File: config.mk
export PLATFORM = sky130hd
export DESIGN_NAME = move_sequencer
export DESIGN_NICKNAME = d
export VERILOG_FILES = /design/src/rtl/move_sequencer.sv
export SDC_FILE = /design/constraint.sdc
export NUM_CORES = 1
export LEC_CHECK = 0
export ABC_AREA = 1
export ABC_CLOCK_PERIOD_IN_PS = 3800
export BUFFER_PORTS_ARGS = -buffer_cell sky130_fd_sc_hd__buf_2
export CAP_MARGIN = 20
export CORE_MARGIN = 3
export CORE_UTILIZATION = 40
export DETAILED_ROUTE_END_ITERATION = 10
export HOLD_SLACK_MARGIN = 0.05
export PLACE_DENSITY_LB_ADDON = 0.1
export SETUP_SLACK_MARGIN = 0.15
export SYNTH_ARGS = -nofsm -noshare
export SYNTH_HDL_FRONTEND = slang
export SYNTH_SLANG_ARGS = --single-unit
File: constraint.sdc
create_clock -name clk -period 3.8 [get_ports clk]
set_input_delay 0.19 -clock clk [delete_from_list [all_inputs] [get_ports clk]]
set_output_delay 0.19 -clock clk [all_outputs]
set_load 0.005 [all_outputs]
File: src/rtl/move_sequencer.sv
// Executes one cell move per command, then settles, debounces the wall
// sensors and pulses advance so the decision FSM sees fresh data once.
module move_sequencer #(
    parameter int STEPS_PER_CELL = 8,
    parameter int STEP_PERIOD    = 4,
    parameter int SETTLE_CYCLES  = 3,
    parameter int DEBOUNCE       = 2,
    parameter int SAMPLE_TIMEOUT = 64
) (
    input  logic       clk,
    input  logic       rst,
    input  logic       cmd_valid,
    output logic       cmd_ready,
    input  logic [3:0] cmd_code,
    input  logic [3:0] sensor_raw,
    output logic [3:0] sensor_out,
    output logic       advance,
    output logic       motor_en,
    output logic [1:0] motor_dir,
    output logic       motor_step,
    output logic       busy,
    output logic       err_invalid,
    output logic       err_unstable
);

    localparam int PW = $clog2(STEP_PERIOD) + 1;
    localparam int SW = $clog2(STEPS_PER_CELL) + 1;
    localparam int TW = $clog2(SETTLE_CYCLES) + 1;
    localparam int DW = $clog2(DEBOUNCE) + 1;
    localparam int OW = $clog2(SAMPLE_TIMEOUT) + 1;

    localparam logic [PW-1:0] P_LAST   = PW'(STEP_PERIOD - 1);
    localparam logic [SW-1:0] S_LAST   = SW'(STEPS_PER_CELL - 1);
    localparam logic [TW-1:0] SET_LAST = TW'(SETTLE_CYCLES - 1);
    localparam logic [DW-1:0] D_DONE   = DW'(DEBOUNCE);
    localparam logic [OW-1:0] O_LAST   = OW'(SAMPLE_TIMEOUT - 1);

    typedef enum logic [2:0] {
        S_IDLE,
        S_MOVE,
        S_SETTLE,
        S_SAMPLE,
        S_REPORT
    } state_t;

    state_t          r_state;
    state_t          w_next;
    logic [1:0]      r_dir;
    logic [PW-1:0]   r_period;
    logic [SW-1:0]   r_step;
    logic [TW-1:0]   r_settle;
    logic [DW-1:0]   r_cnt;
    logic [OW-1:0]   r_timer;
    logic [3:0]      r_sample;
    logic [3:0]      r_sensor;
    logic            r_err_inv;
    logic            r_err_uns;

    logic            w_is_move;
    logic            w_is_invalid;
    logic [1:0]      w_dir;
    logic            w_accept;
    logic [DW-1:0]   w_cnt_next;
    logic            w_stable;
    logic            w_timeout;

    always_comb begin
        w_is_move = 1'b1;
        w_dir     = 2'b00;
        unique case (cmd_code)
            4'b0001: w_dir = 2'b00;
            4'b0100: w_dir = 2'b01;
            4'b0010: w_dir = 2'b10;
            4'b0011: w_dir = 2'b11;
            default: w_is_move = 1'b0;
        endcase
    end

    assign w_is_invalid = ~w_is_move & (cmd_code != 4'b0000);
    assign cmd_ready    = ~rst & (r_state == S_IDLE);
    assign w_accept     = cmd_valid & cmd_ready;

    // A zero count marks the first SAMPLE cycle, which always captures.
    assign w_cnt_next = (r_cnt == '0 || sensor_raw != r_sample)
                      ? DW'(1) : r_cnt + 1'b1;
    assign w_stable   = (w_cnt_next == D_DONE);
    assign w_timeout  = (r_timer == O_LAST);

    always_ff @(posedge clk) begin
        if (rst) r_state <= S_IDLE;
        else     r_state <= w_next;
    end

    always_comb begin
        w_next = r_state;
        unique case (r_state)
            S_IDLE:
                if (w_accept) w_next = w_is_move ? S_MOVE : S_SAMPLE;
            S_MOVE:
                if (r_period == P_LAST && r_step == S_LAST) w_next = S_SETTLE;
            S_SETTLE:
                if (r_settle == SET_LAST) w_next = S_SAMPLE;
            S_SAMPLE:
                if (w_stable || w_timeout) w_next = S_REPORT;
            S_REPORT:
                w_next = S_IDLE;
            default:
                w_next = S_IDLE;
        endcase
    end

    always_ff @(posedge clk) begin
        if (rst) begin
            r_dir     <= '0;
            r_period  <= '0;
            r_step    <= '0;
            r_settle  <= '0;
            r_cnt     <= '0;
            r_timer   <= '0;
            r_sample  <= '0;
            r_sensor  <= '0;
            r_err_inv <= 1'b0;
            r_err_uns <= 1'b0;
        end else begin
            unique case (r_state)
                S_IDLE: if (w_accept) begin
                    r_period <= '0;
                    r_step   <= '0;
                    r_settle <= '0;
                    r_cnt    <= '0;
                    r_timer  <= '0;
                    if (w_is_move)    r_dir     <= w_dir;
                    if (w_is_invalid) r_err_inv <= 1'b1;
                end
                S_MOVE: begin
                    if (r_period == P_LAST) begin
                        r_period <= '0;
                        r_step   <= r_step + 1'b1;
                    end else begin
                        r_period <= r_period + 1'b1;
                    end
                end
                S_SETTLE: r_settle <= r_settle + 1'b1;
                S_SAMPLE: begin
                    r_cnt    <= w_cnt_next;
                    r_sample <= sensor_raw;
                    r_timer  <= r_timer + 1'b1;
                    if (w_stable || w_timeout) r_sensor  <= sensor_raw;
                    if (!w_stable && w_timeout) r_err_uns <= 1'b1;
                end
                default: ;
            endcase
        end
    end

    assign sensor_out   = r_sensor;
    assign advance      = (r_state == S_REPORT);
    assign motor_en     = (r_state == S_MOVE);
    assign motor_step   = (r_state == S_MOVE) && (r_period == '0);
    assign motor_dir    = r_dir;
    assign busy         = (r_state != S_IDLE);
    assign err_invalid  = r_err_inv;
    assign err_unstable = r_err_uns;

endmodule

Word-level counts from Yosys, hierarchy flattened
Index checks and enable logic that the tools add are counted.

Register bits: 34. Logic and storage cells: 84.

Add/sub/neg operators: 5. Equal/unequal tests: 19. Muxes and demuxes: 20. Bitwise gates (word level): 5. Reductions and logical operators: 24.

Operators by type and width (number): $mux 3 (6); $pmux 7 s2 (1); $eq 3x2->1 const B (4); $pmux 3 s2 (2); $pmux 3 s4 (1); $reduce_and 2->1 (5); $reduce_and 3->1 (3); $eq 4x2->1 const B (2); $eq 4x3->1 const B (2); $mux 4 (2); $pmux 4 s2 (1); $add 7x1->7 const B (1); $eq 7x6->1 const B (1); $mux 7 (1); $add 3x1->3 const B (2); $logic_not 3->1 (2); $mux 2 (3); $ne 2x2->1 const B (3); $pmux 2 s3 (1); $reduce_bool 2->1 (3); $add 4x1->4 const B (1); $eq 4x1->1 const B (1); $ne 2x1->1 const B (2); $ne 4x4->1 (1); other kinds (16) (22).

Logic depth before layout (Yosys ltp)
Gate-level depths: netlist of the first run.

Word-level depth: 7. Depth in mapped cells: 11. Gate-level depth less buffers: 11.

Worst setup path after synthesis of the first run
No wires, ideal clock.

Path type: flip-flop to flip-flop. Start: register r_cnt[0]. End: register r_sensor[3], in the netlist sensor_out[3]. Library setup time: 132 ps. Data arrival time: 1358 ps. Required time: 3668 ps. Slack: 2310 ps. Stages on the path, launching flop included: 11. Cell sequence: dfxtp_1 > inv_1 > ha_1 > a21oi_1 > nand2_1 > nor2_1 > nand4_1 > nand2_1 > nand2_1 > nand2_1 > a21oi_1.

Word-level cells in the longest chain between the ends: 6. Elaborated cells between the ends (all ways): 7.

Ends and longest elaborated chain: start: declaration (line 52) `logic [DW-1:0] r_cnt;`; start signal: assignment (line 145) `r_cnt <= w_cnt_next;`; branches (longest 2 deep; another with $add 2x1->2); $mux 2 * (line 85) `? DW'(1) : r_cnt + 1'b1;`; $eq 2x2->1 * (line 86) `assign w_stable = (w_cnt_next == D_DONE);`; $logic_or 1x1->1 * (line 148) `if (w_stable || w_timeout) r_sensor <= sensor_raw;`; $reduce_and 2->1 (no source line) *; end signal: assignment (line 148); end: declaration (line 55) `logic [3:0] r_sensor;`.

Every way passes the cells marked *. A chain may end at the register's enable or synchronous reset.

Worst setup path after layout of the first run
Start: register r_state[0]. End: register r_timer[6].

Word-level cells in the longest chain between the ends: 5. Elaborated cells between the ends (all ways): 8.

Ends and longest elaborated chain: start: declaration (line 46) `state_t r_state;`; start signal: assignment (line 91) `else r_state <= w_next;`; $logic_not 3->1 (line 80, 125); $and 1x1->1 (line 80) `assign cmd_ready = ~rst & (r_state == S_IDLE);`; $and 1x1->1 (line 81) `assign w_accept = cmd_valid & cmd_ready;`; $ne 2x2->1 (no source line); $reduce_and 2->1 (no source line); end signal: assignment (line 147) `r_timer <= r_timer + 1'b1;`; end: declaration (line 53) `logic [OW-1:0] r_timer;`.

Several ways; a longest one is shown, not always the timed one.

==> flow_summary.toml, run 1 <==
[drt]
drt-initial-drc-count = 80
drt_drc_violations_left = 0
postRouteAntennaNets = 0
route.final.wire_length_um = 3480
drt_pass1_iterations = 4
via_count = 1528
drt_wl_cell_um = 11.2
avgViaCountPerCell = 4.94

[run_status]
outcome = "finished, final reports clean"

[worst_setup_path]
worstReg2RegEnd = "r_timer[6]$_SDFFE_PP0P_"
worst_r2r_path_depth = 7
setup.worst_path.class = "flip-flop to flip-flop"
cpLargestDelayFamily = "simple AND/OR/NAND/NOR gates"
startpoint_of_the_lowest_slack_register_to_register_path = "r_state[0]$_SDFFE_PP0P_"
worst_ep_required_time_ps = 3950
worst-endpoint-arrival_ps = 1930
critical-path-top-cell-by-count = "sky130_fd_sc_hd__nand2_1"
startpoint_type = "flip-flop"
critical_path_buf_inv_count = 1
worstSetupEndpointType = "flip-flop"
path_cells = "nand2_1, nor2_2, inv_2, nand2_1, o21ai_0, nand2_1, a21oi_1"
critical-path-max-stage-delay_ps = 500
ff2ff_setup_slack_ps = 2030
critical_path.slowest_cell = "sky130_fd_sc_hd__dfxtp_1"
worst-path-max-fanout = 17
worst-path-stages = 7

[clock_tree]
ctsLongestPathBuffers = 2
holdBufCountCts = 0
post_cts_buffers = 0
numCtsBuffers = 5
cts_htree_levels = 2
worst_skew_pair.late_latency_ps = 290
root_buffer = "sky130_fd_sc_hd__clkbuf_8"
numClockSinks = 34
post_cts_resized = 0
tritoncts = "yes"
clk_pin_slew_worst_paths_ps = 70

[placement]
post-dp-hpwl_um = 2570
placement.io_buffers = 23
placed_cells = 301
place.gp.congestion = 0.775

[sta]
finalHoldViolations = 0
timing.max_slew.rel_slack = 0.596
grt_setup_unrepaired = "false"
worst-slew-pin-transition_ps = 605
finalClockSkew_ps = 3.22
finalMaxSlewViolations = 0
report.final.setup_viol = 0
setup_tns_ps = 0
post-route-period-util = 0.467
max_clock_freq_mhz = 564
final.min_clock_period_ps = 1770

[floorplanning]
initial_utilization = 0.420
fp.coreArea_um2 = 4030
die_y_um = 71.0
core.rowCount = 23
top_level_ports = 24
die_w_um = 71.0
floorplan_die_area_um2 = 5050

[layout]
layout-drive-gt1-share = 0.189
layout.cells.most_common_list = "sky130_fd_sc_hd__nand2_1, sky130_fd_sc_hd__inv_1, sky130_fd_sc_hd__dfxtp_1, sky130_fd_sc_hd__a21oi_1, sky130_fd_sc_hd__buf_2"
final_net_count = 276
final_cell_count_no_fill = 309
fillCellCount = 440
leading_cell_type_in_the_layout_fill_and_taps_excluded = "sky130_fd_sc_hd__nand2_1"
diodes_inserted = 0
layout-area-overhead-vs-synth_pct = 15.8

[synth]
predominant_post_synthesis_flop_cell = "sky130_fd_sc_hd__dfxtp_1"
synth_seq_area_share = 0.402
synth_cells = 232
netlist_area_um2 = 1690
ys.warnings.count = 0
post_synth_num_cell_types = 30
synth_fp_nets = 250
ys_ff_latch = 34
async_reset_ff_frac = 0
syn_area_per_cell_um2 = 7.29
synth_enable_flop_cells = 0

[worst_hold_path]
depth_of_the_worst_hold_timing_path = 3
min-delay-start = "cmd_code[1]"
hold_path_class = "input pin to flip-flop"
holdPathEnd = "motor_dir[1]$_SDFFE_PP0P_"

[global_routing]
maximum_number_of_pins_on_one_net_before_global_route_repair = 26
globalRouteOverflowTotal = 0
grt_first_pass_wirelength_um = 6290
grt_usage = 0.157
first_global_vias = 1465
initial_antenna_violation_count = 0

[pwr]
max-vdd-ir-drop_v = 0.000215
leakagePower_nw = 0.854
power_dens_cells_nw_per_um2 = 515
report.power.total_w = 0.00101

[flow_run]
cap_violations = 0
[flip-flops by register name (all words and copies together) (netlist names)]
register	count
err_invalid	1
err_unstable	1
motor_dir	2
r_cnt	2
r_period	3
r_sample	4
r_settle	3
r_state	3
r_step	4
r_timer	7
sensor_out	4
[worst max-delay path by stage]
| stage | from | slack (ps) | end |
|---|---|---|---|
| after detailed placement | r_state[0]$_SDFFE_PP0P_ | 2020 | r_timer[6]$_SDFFE_PP0P_ |
| after CTS | r_state[0]$_SDFFE_PP0P_ | 2000 | r_timer[6]$_SDFFE_PP0P_ |
| after floorplan | r_cnt[0]$_SDFFE_PP0P_ | 2310 | sensor_out[3]$_SDFFE_PP0P_ |
| after global placement | r_state[0]$_SDFFE_PP0P_ | 2070 | r_cnt[0]$_SDFFE_PP0P_ |
| final | r_state[0]$_SDFFE_PP0P_ | 2030 | r_timer[6]$_SDFFE_PP0P_ |
| after global routing | r_state[0]$_SDFFE_PP0P_ | 1710 | r_timer[3]$_SDFFE_PP0P_ |
[kinds of logic (layout without fill, tap and decap cells)]
group                    Yosys count  count (layout)  share of synthesized area
AO/OA/AOI/OAI                     53              53                      0.170
buffers and inverters             41              68                     0.0939
AND/OR/NAND/NOR                   97              97                      0.282
flip-flops                        34              34                      0.402
adder cells (fa/ha/maj)            7               7                     0.0518
[tightest hold or removal path, delay by kind of cell]
family                 cells  cell delay (ps)
and+or+nand+nor            1               90
AOI/OAI and AO/OA          1               60
buffers and inverters      1              100
[metal layers]
layer / wire length [um] / share of wire / track usage / up-vias
met5: 0 / 0 / 0 / -
met4: 77 / 0.022 / 0.0772 / 0
met3: 184 / 0.053 / 0.0511 / 9
met2: 1470 / 0.42 / 0.240 / 35
met1: 1750 / 0.50 / 0.198 / 664
li1: - / - / - / 820
[per-stage QoR]
step           hold slack, ps  area (um2)  setup slack (ps)   util
6_report                  195        1960              2030  0.486
5_1_grt                   209        1960              1710  0.486
4_1_cts                   182        1960              2000  0.486
3_5_place_dp              448        1850              2020  0.459
3_3_place_gp              434        1850              2070  0.459
2_1_floorplan             342        1690              2310      -
[area by class of cell]
| cell class | instances | area [um2] | share of cell area |
|---|---|---|---|
| clock inverter | 3 | 40.0 | 0.0204 |
| sequential | 34 | 681 | 0.348 |
| multi-input combinational | 157 | 852 | 0.435 |
| timing repair buffer | 23 | 115 | 0.0588 |
| inverter | 37 | 139 | 0.0709 |
| tap | 50 | 62.6 | 0.0319 |
| clock buffer | 5 | 68.8 | 0.0351 |
[cell usage after synthesis (2+ instances only)]
cell,n,share of area
sky130_fd_sc_hd__nand2_1,40,0.089
sky130_fd_sc_hd__inv_1,35,0.078
sky130_fd_sc_hd__dfxtp_1,34,0.40
sky130_fd_sc_hd__a21oi_1,30,0.089
sky130_fd_sc_hd__nand3_1,17,0.050
sky130_fd_sc_hd__nor2_1,15,0.033
sky130_fd_sc_hd__o21ai_0,13,0.038
sky130_fd_sc_hd__ha_1,7,0.052
sky130_fd_sc_hd__nand4_1,5,0.018
sky130_fd_sc_hd__nand2_2,4,0.015
sky130_fd_sc_hd__nor3_1,4,0.012
sky130_fd_sc_hd__a211oi_1,2,0.0089
sky130_fd_sc_hd__a31oi_1,2,0.0074
sky130_fd_sc_hd__clkbuf_1,2,0.0044
sky130_fd_sc_hd__inv_2,2,0.0044
sky130_fd_sc_hd__nand3_2,2,0.012
sky130_fd_sc_hd__nor2_2,2,0.0074
sky130_fd_sc_hd__nor2_4,2,0.013
sky130_fd_sc_hd__o21ai_1,2,0.0059
sky130_fd_sc_hd__or2_2,2,0.0074
[report_power, final]
group | internal [W] | switching (W)
sequential | 0.000392 | 0.0000328
combinational | 0.0000942 | 0.000162
clock | 0.000193 | 0.000135
total | 0.000679 | 0.000330
No activity file was read; power rests on OpenSTA's default activity.
==> run 2: changes to the inputs <==
--- a/config.mk
+++ b/config.mk
@@ -5,8 +5,8 @@
 export SDC_FILE = /design/constraint.sdc
 export NUM_CORES = 1
 export LEC_CHECK = 0
-export ABC_AREA = 1
-export ABC_CLOCK_PERIOD_IN_PS = 3800
+export ABC_AREA = 0
+export ABC_CLOCK_PERIOD_IN_PS = 1400
 export BUFFER_PORTS_ARGS = -buffer_cell sky130_fd_sc_hd__buf_2
 export CAP_MARGIN = 20
 export CORE_MARGIN = 3
==> constraint.sdc (replaced) <==
create_clock -name clk -period 1.4 [get_ports clk]
set_input_delay 0.07 -clock clk [delete_from_list [all_inputs] [get_ports clk]]
set_output_delay 0.07 -clock clk [all_outputs]
set_load 0.005 [all_outputs]
==> run 2 against run 1 <==
Against the previous run: hold slack lost 130 ps; the flow now finishes with violations (negative setup slack); clock power grew 130%; highest routed layer unchanged; total power grew to 4.0 times the previous value.
==> flow_summary.toml, run 2 <==
[synth]
synth.cells.most_frequent = "sky130_fd_sc_hd__dfxtp_1, sky130_fd_sc_hd__nand2_1, sky130_fd_sc_hd__nor2_1, sky130_fd_sc_hd__a21oi_1, sky130_fd_sc_hd__nand3_1"
synth_largest_area_cell = "sky130_fd_sc_hd__dfxtp_1"
post_synth_num_cell_types = 44
synth_fp_nets = 240
synth_cells = 222
synth_seq_area_share = 0.374
netlist_area_um2 = 1820
ys.warnings.count = 0
syn_area_per_cell_um2 = 8.21
synth.top_cell.area_share = 0.374
most_frequent_cell_after_synthesis = "sky130_fd_sc_hd__dfxtp_1"
ys_ff_latch = 34
synth_enable_flop_cells = 0
predominant_post_synthesis_flop_cell = "sky130_fd_sc_hd__dfxtp_1"
async_reset_ff_frac = 0
synth_top_cells_by_area = "sky130_fd_sc_hd__dfxtp_1, sky130_fd_sc_hd__a21oi_1, sky130_fd_sc_hd__ha_1"

[layout]
largest_register_ffs = 7
final_cell_count_no_fill = 356
layout.cells.most_common_list = "sky130_fd_sc_hd__buf_4, sky130_fd_sc_hd__dfxtp_1, sky130_fd_sc_hd__buf_6, sky130_fd_sc_hd__buf_2"
diodes_inserted = 0
layout-drive-gt1-share = 0.529
largest-register = "r_timer"
leading_cell_type_in_the_layout_fill_and_taps_excluded = "sky130_fd_sc_hd__buf_4"
layout-area-overhead-vs-synth_pct = 60.5
final_net_count = 323

[floorplanning]
die_y_um = 73.5
core.rowCount = 23
initial_utilization = 0.434
die_w_um = 73.5
floorplan_die_area_um2 = 5400
fp.coreArea_um2 = 4200
top_level_ports = 24

[clock_tree]
numClockSinks = 34
ctsLongestPathBuffers = 2
clk_pin_slew_worst_paths_ps = 70
tritoncts = "yes"
worst_skew_pair.late_latency_ps = 290
cts_htree_levels = 2
root_buffer = "sky130_fd_sc_hd__clkbuf_8"
numCtsBuffers = 5

[sta]
setup_ws_ps = -142
finalHoldViolations = 0
post-route-period-util = 1.10
worst_hold_slack_ps = 60.8
finalClockSkew_ps = 6.75
worst-slew-pin-transition_ps = 558
max_clock_freq_mhz = 649
grt_setup_unrepaired = "true"
report.final.setup_viol = 26
final.min_clock_period_ps = 1540
finalMaxSlewViolations = 0
timing.max_slew.rel_slack = 0.627

[worst_setup_path]
startpoint_type = "flip-flop"
worst-path-max-fanout = 7
worstSetupEndpointType = "flip-flop"
worst_ep_required_time_ps = 1570
setup.worst_path.class = "flip-flop to flip-flop"
worst-endpoint-arrival_ps = 1710

[drt]
drt_pass1_iterations = 4
postRouteAntennaNets = 0
route.final.wire_length_um = 5100
avgViaCountPerCell = 5.24
drt_wl_cell_um = 14.3
via_count = 1867
drt_drc_violations_left = 0
drt-initial-drc-count = 87

[placement]
place.gp.congestion = 0.769
placed_cells = 324
placement.io_buffers = 23
post-dp-hpwl_um = 3050
dp_slack_ps = -194

[pwr]
max-vdd-ir-drop_v = 0.00105
power_dens_cells_nw_per_um2 = 1370
leakagePower_nw = 1.15

[worst_hold_path]
hold_path_class = "input pin to flip-flop"

[run_status]
outcome = "finished with violations"
failing_checks = "negative setup slack"

[global_routing]
grt_util_met3 = 0.0492
initial_antenna_violation_count = 0
grt_usage = 0.177
maximum_number_of_pins_on_one_net_before_global_route_repair = 29
met2_usage = 0.282
globalRouteOverflowTotal = 0
grt_first_pass_wirelength_um = 7560
grt_busiest_layer = "met2"
met1_usage = 0.235
first_global_vias = 1705

[flow_run]
cap_violations = 0
[run 2: changes by cell type after synthesis, moves of 5 or more]
cell	change
sky130_fd_sc_hd__nand2_1	-17
sky130_fd_sc_hd__nor2_1	+5
sky130_fd_sc_hd__inv_1	-27
sky130_fd_sc_hd__nor2b_1	+5
sky130_fd_sc_hd__xnor2_1	+5
sky130_fd_sc_hd__nand4_1	-5
sky130_fd_sc_hd__nand2b_1	+5
sky130_fd_sc_hd__a22oi_1	+6
sky130_fd_sc_hd__a21oi_1	-11
[run 2: worst paths after layout]
| check | from | endpoint | slack (ps) | depth (start not counted) |
|---|---|---|---|---|
| max reg2reg | r_cnt[0]$_SDFFE_PP0P_ | err_unstable$_SDFFE_PP0P_ | -140 | 6 |
| min | sensor_raw[1] | r_sample[1]$_SDFFE_PP0P_ | 60 | 3 |
| max | r_cnt[0]$_SDFFE_PP0P_ | err_unstable$_SDFFE_PP0P_ | -140 | 6 |
| min reg2reg | r_sample[1]$_SDFFE_PP0P_ | r_sample[1]$_SDFFE_PP0P_ | 460 | 2 |
[run 2: area by class of cell]
class	instances	area [um2]
Clock buffer	7	86.3
Fill cell	341	1280
Tap cell	50	62.6
Clock inverter	1	5.00
Inverter	9	33.8
Multi-Input combinational cell	169	1330
Timing Repair Buffer	86	712
Sequential cell	34	697
[run 2: repair_timing]
item,4_1_cts,5_1_grt
pin swaps,15,39
hold buffers,1,0
buffers inserted,8,16
resized for setup,20,72
endpoints found under the setup margin,39,39
endpoints found under the hold margin,1,0
[run 2: worst max-delay path, stage by stage, from the launching register on]
cell	delay, ps
sky130_fd_sc_hd__dfxtp_2	340
sky130_fd_sc_hd__inv_2	40
sky130_fd_sc_hd__ha_2	160
sky130_fd_sc_hd__a211o_1	270
sky130_fd_sc_hd__or3_4	390
sky130_fd_sc_hd__a31oi_1	180
sky130_fd_sc_hd__nor2_1	50
[run 2: cells by family (layout without fill, tap and decap cells)]
kind of cell | Yosys count | after routing | share of synthesized area
flip-flops | 34 | 34 | 0.374
adder cells (fa/ha/maj) | 7 | 7 | 0.0481
buffers and inverters | 19 | 103 | 0.0543
XOR/XNOR | 7 | 7 | 0.0337
multiplexers | 2 | 2 | 0.0117
AND/OR/NAND/NOR | 105 | 105 | 0.320
AO/OA/AOI/OAI | 48 | 48 | 0.159
[run 2: through the flow]
step | power (W) | utilization | setup TNS, ps | area (um2)
3_5_place_dp | 0.00243 | 0.551 | -2440 | 2310
6_report | 0.00401 | 0.696 | -1730 | 2920
4_1_cts | 0.00338 | 0.608 | -1380 | 2550
5_1_grt | 0.00425 | 0.696 | -3970 | 2920
2_1_floorplan | 0.00190 | - | -1130 | 1910
3_3_place_gp | 0.00243 | 0.551 | -2140 | 2310
[run 2: power by group]
| part | switching (W) | internal [W] | leakage (nW) |
|---|---|---|---|
| combinational | 0.000906 | 0.00117 | 0.824 |
| clock | 0.000361 | 0.000397 | 0.0482 |
| sequential | 0.000109 | 0.00107 | 0.279 |
[run 2: layer usage]
metal	vias to the layer above	wire length (um)
li1	939	-
met1	879	2220
met2	38	2630
met3	11	177
met4	0	76
met5	-	0
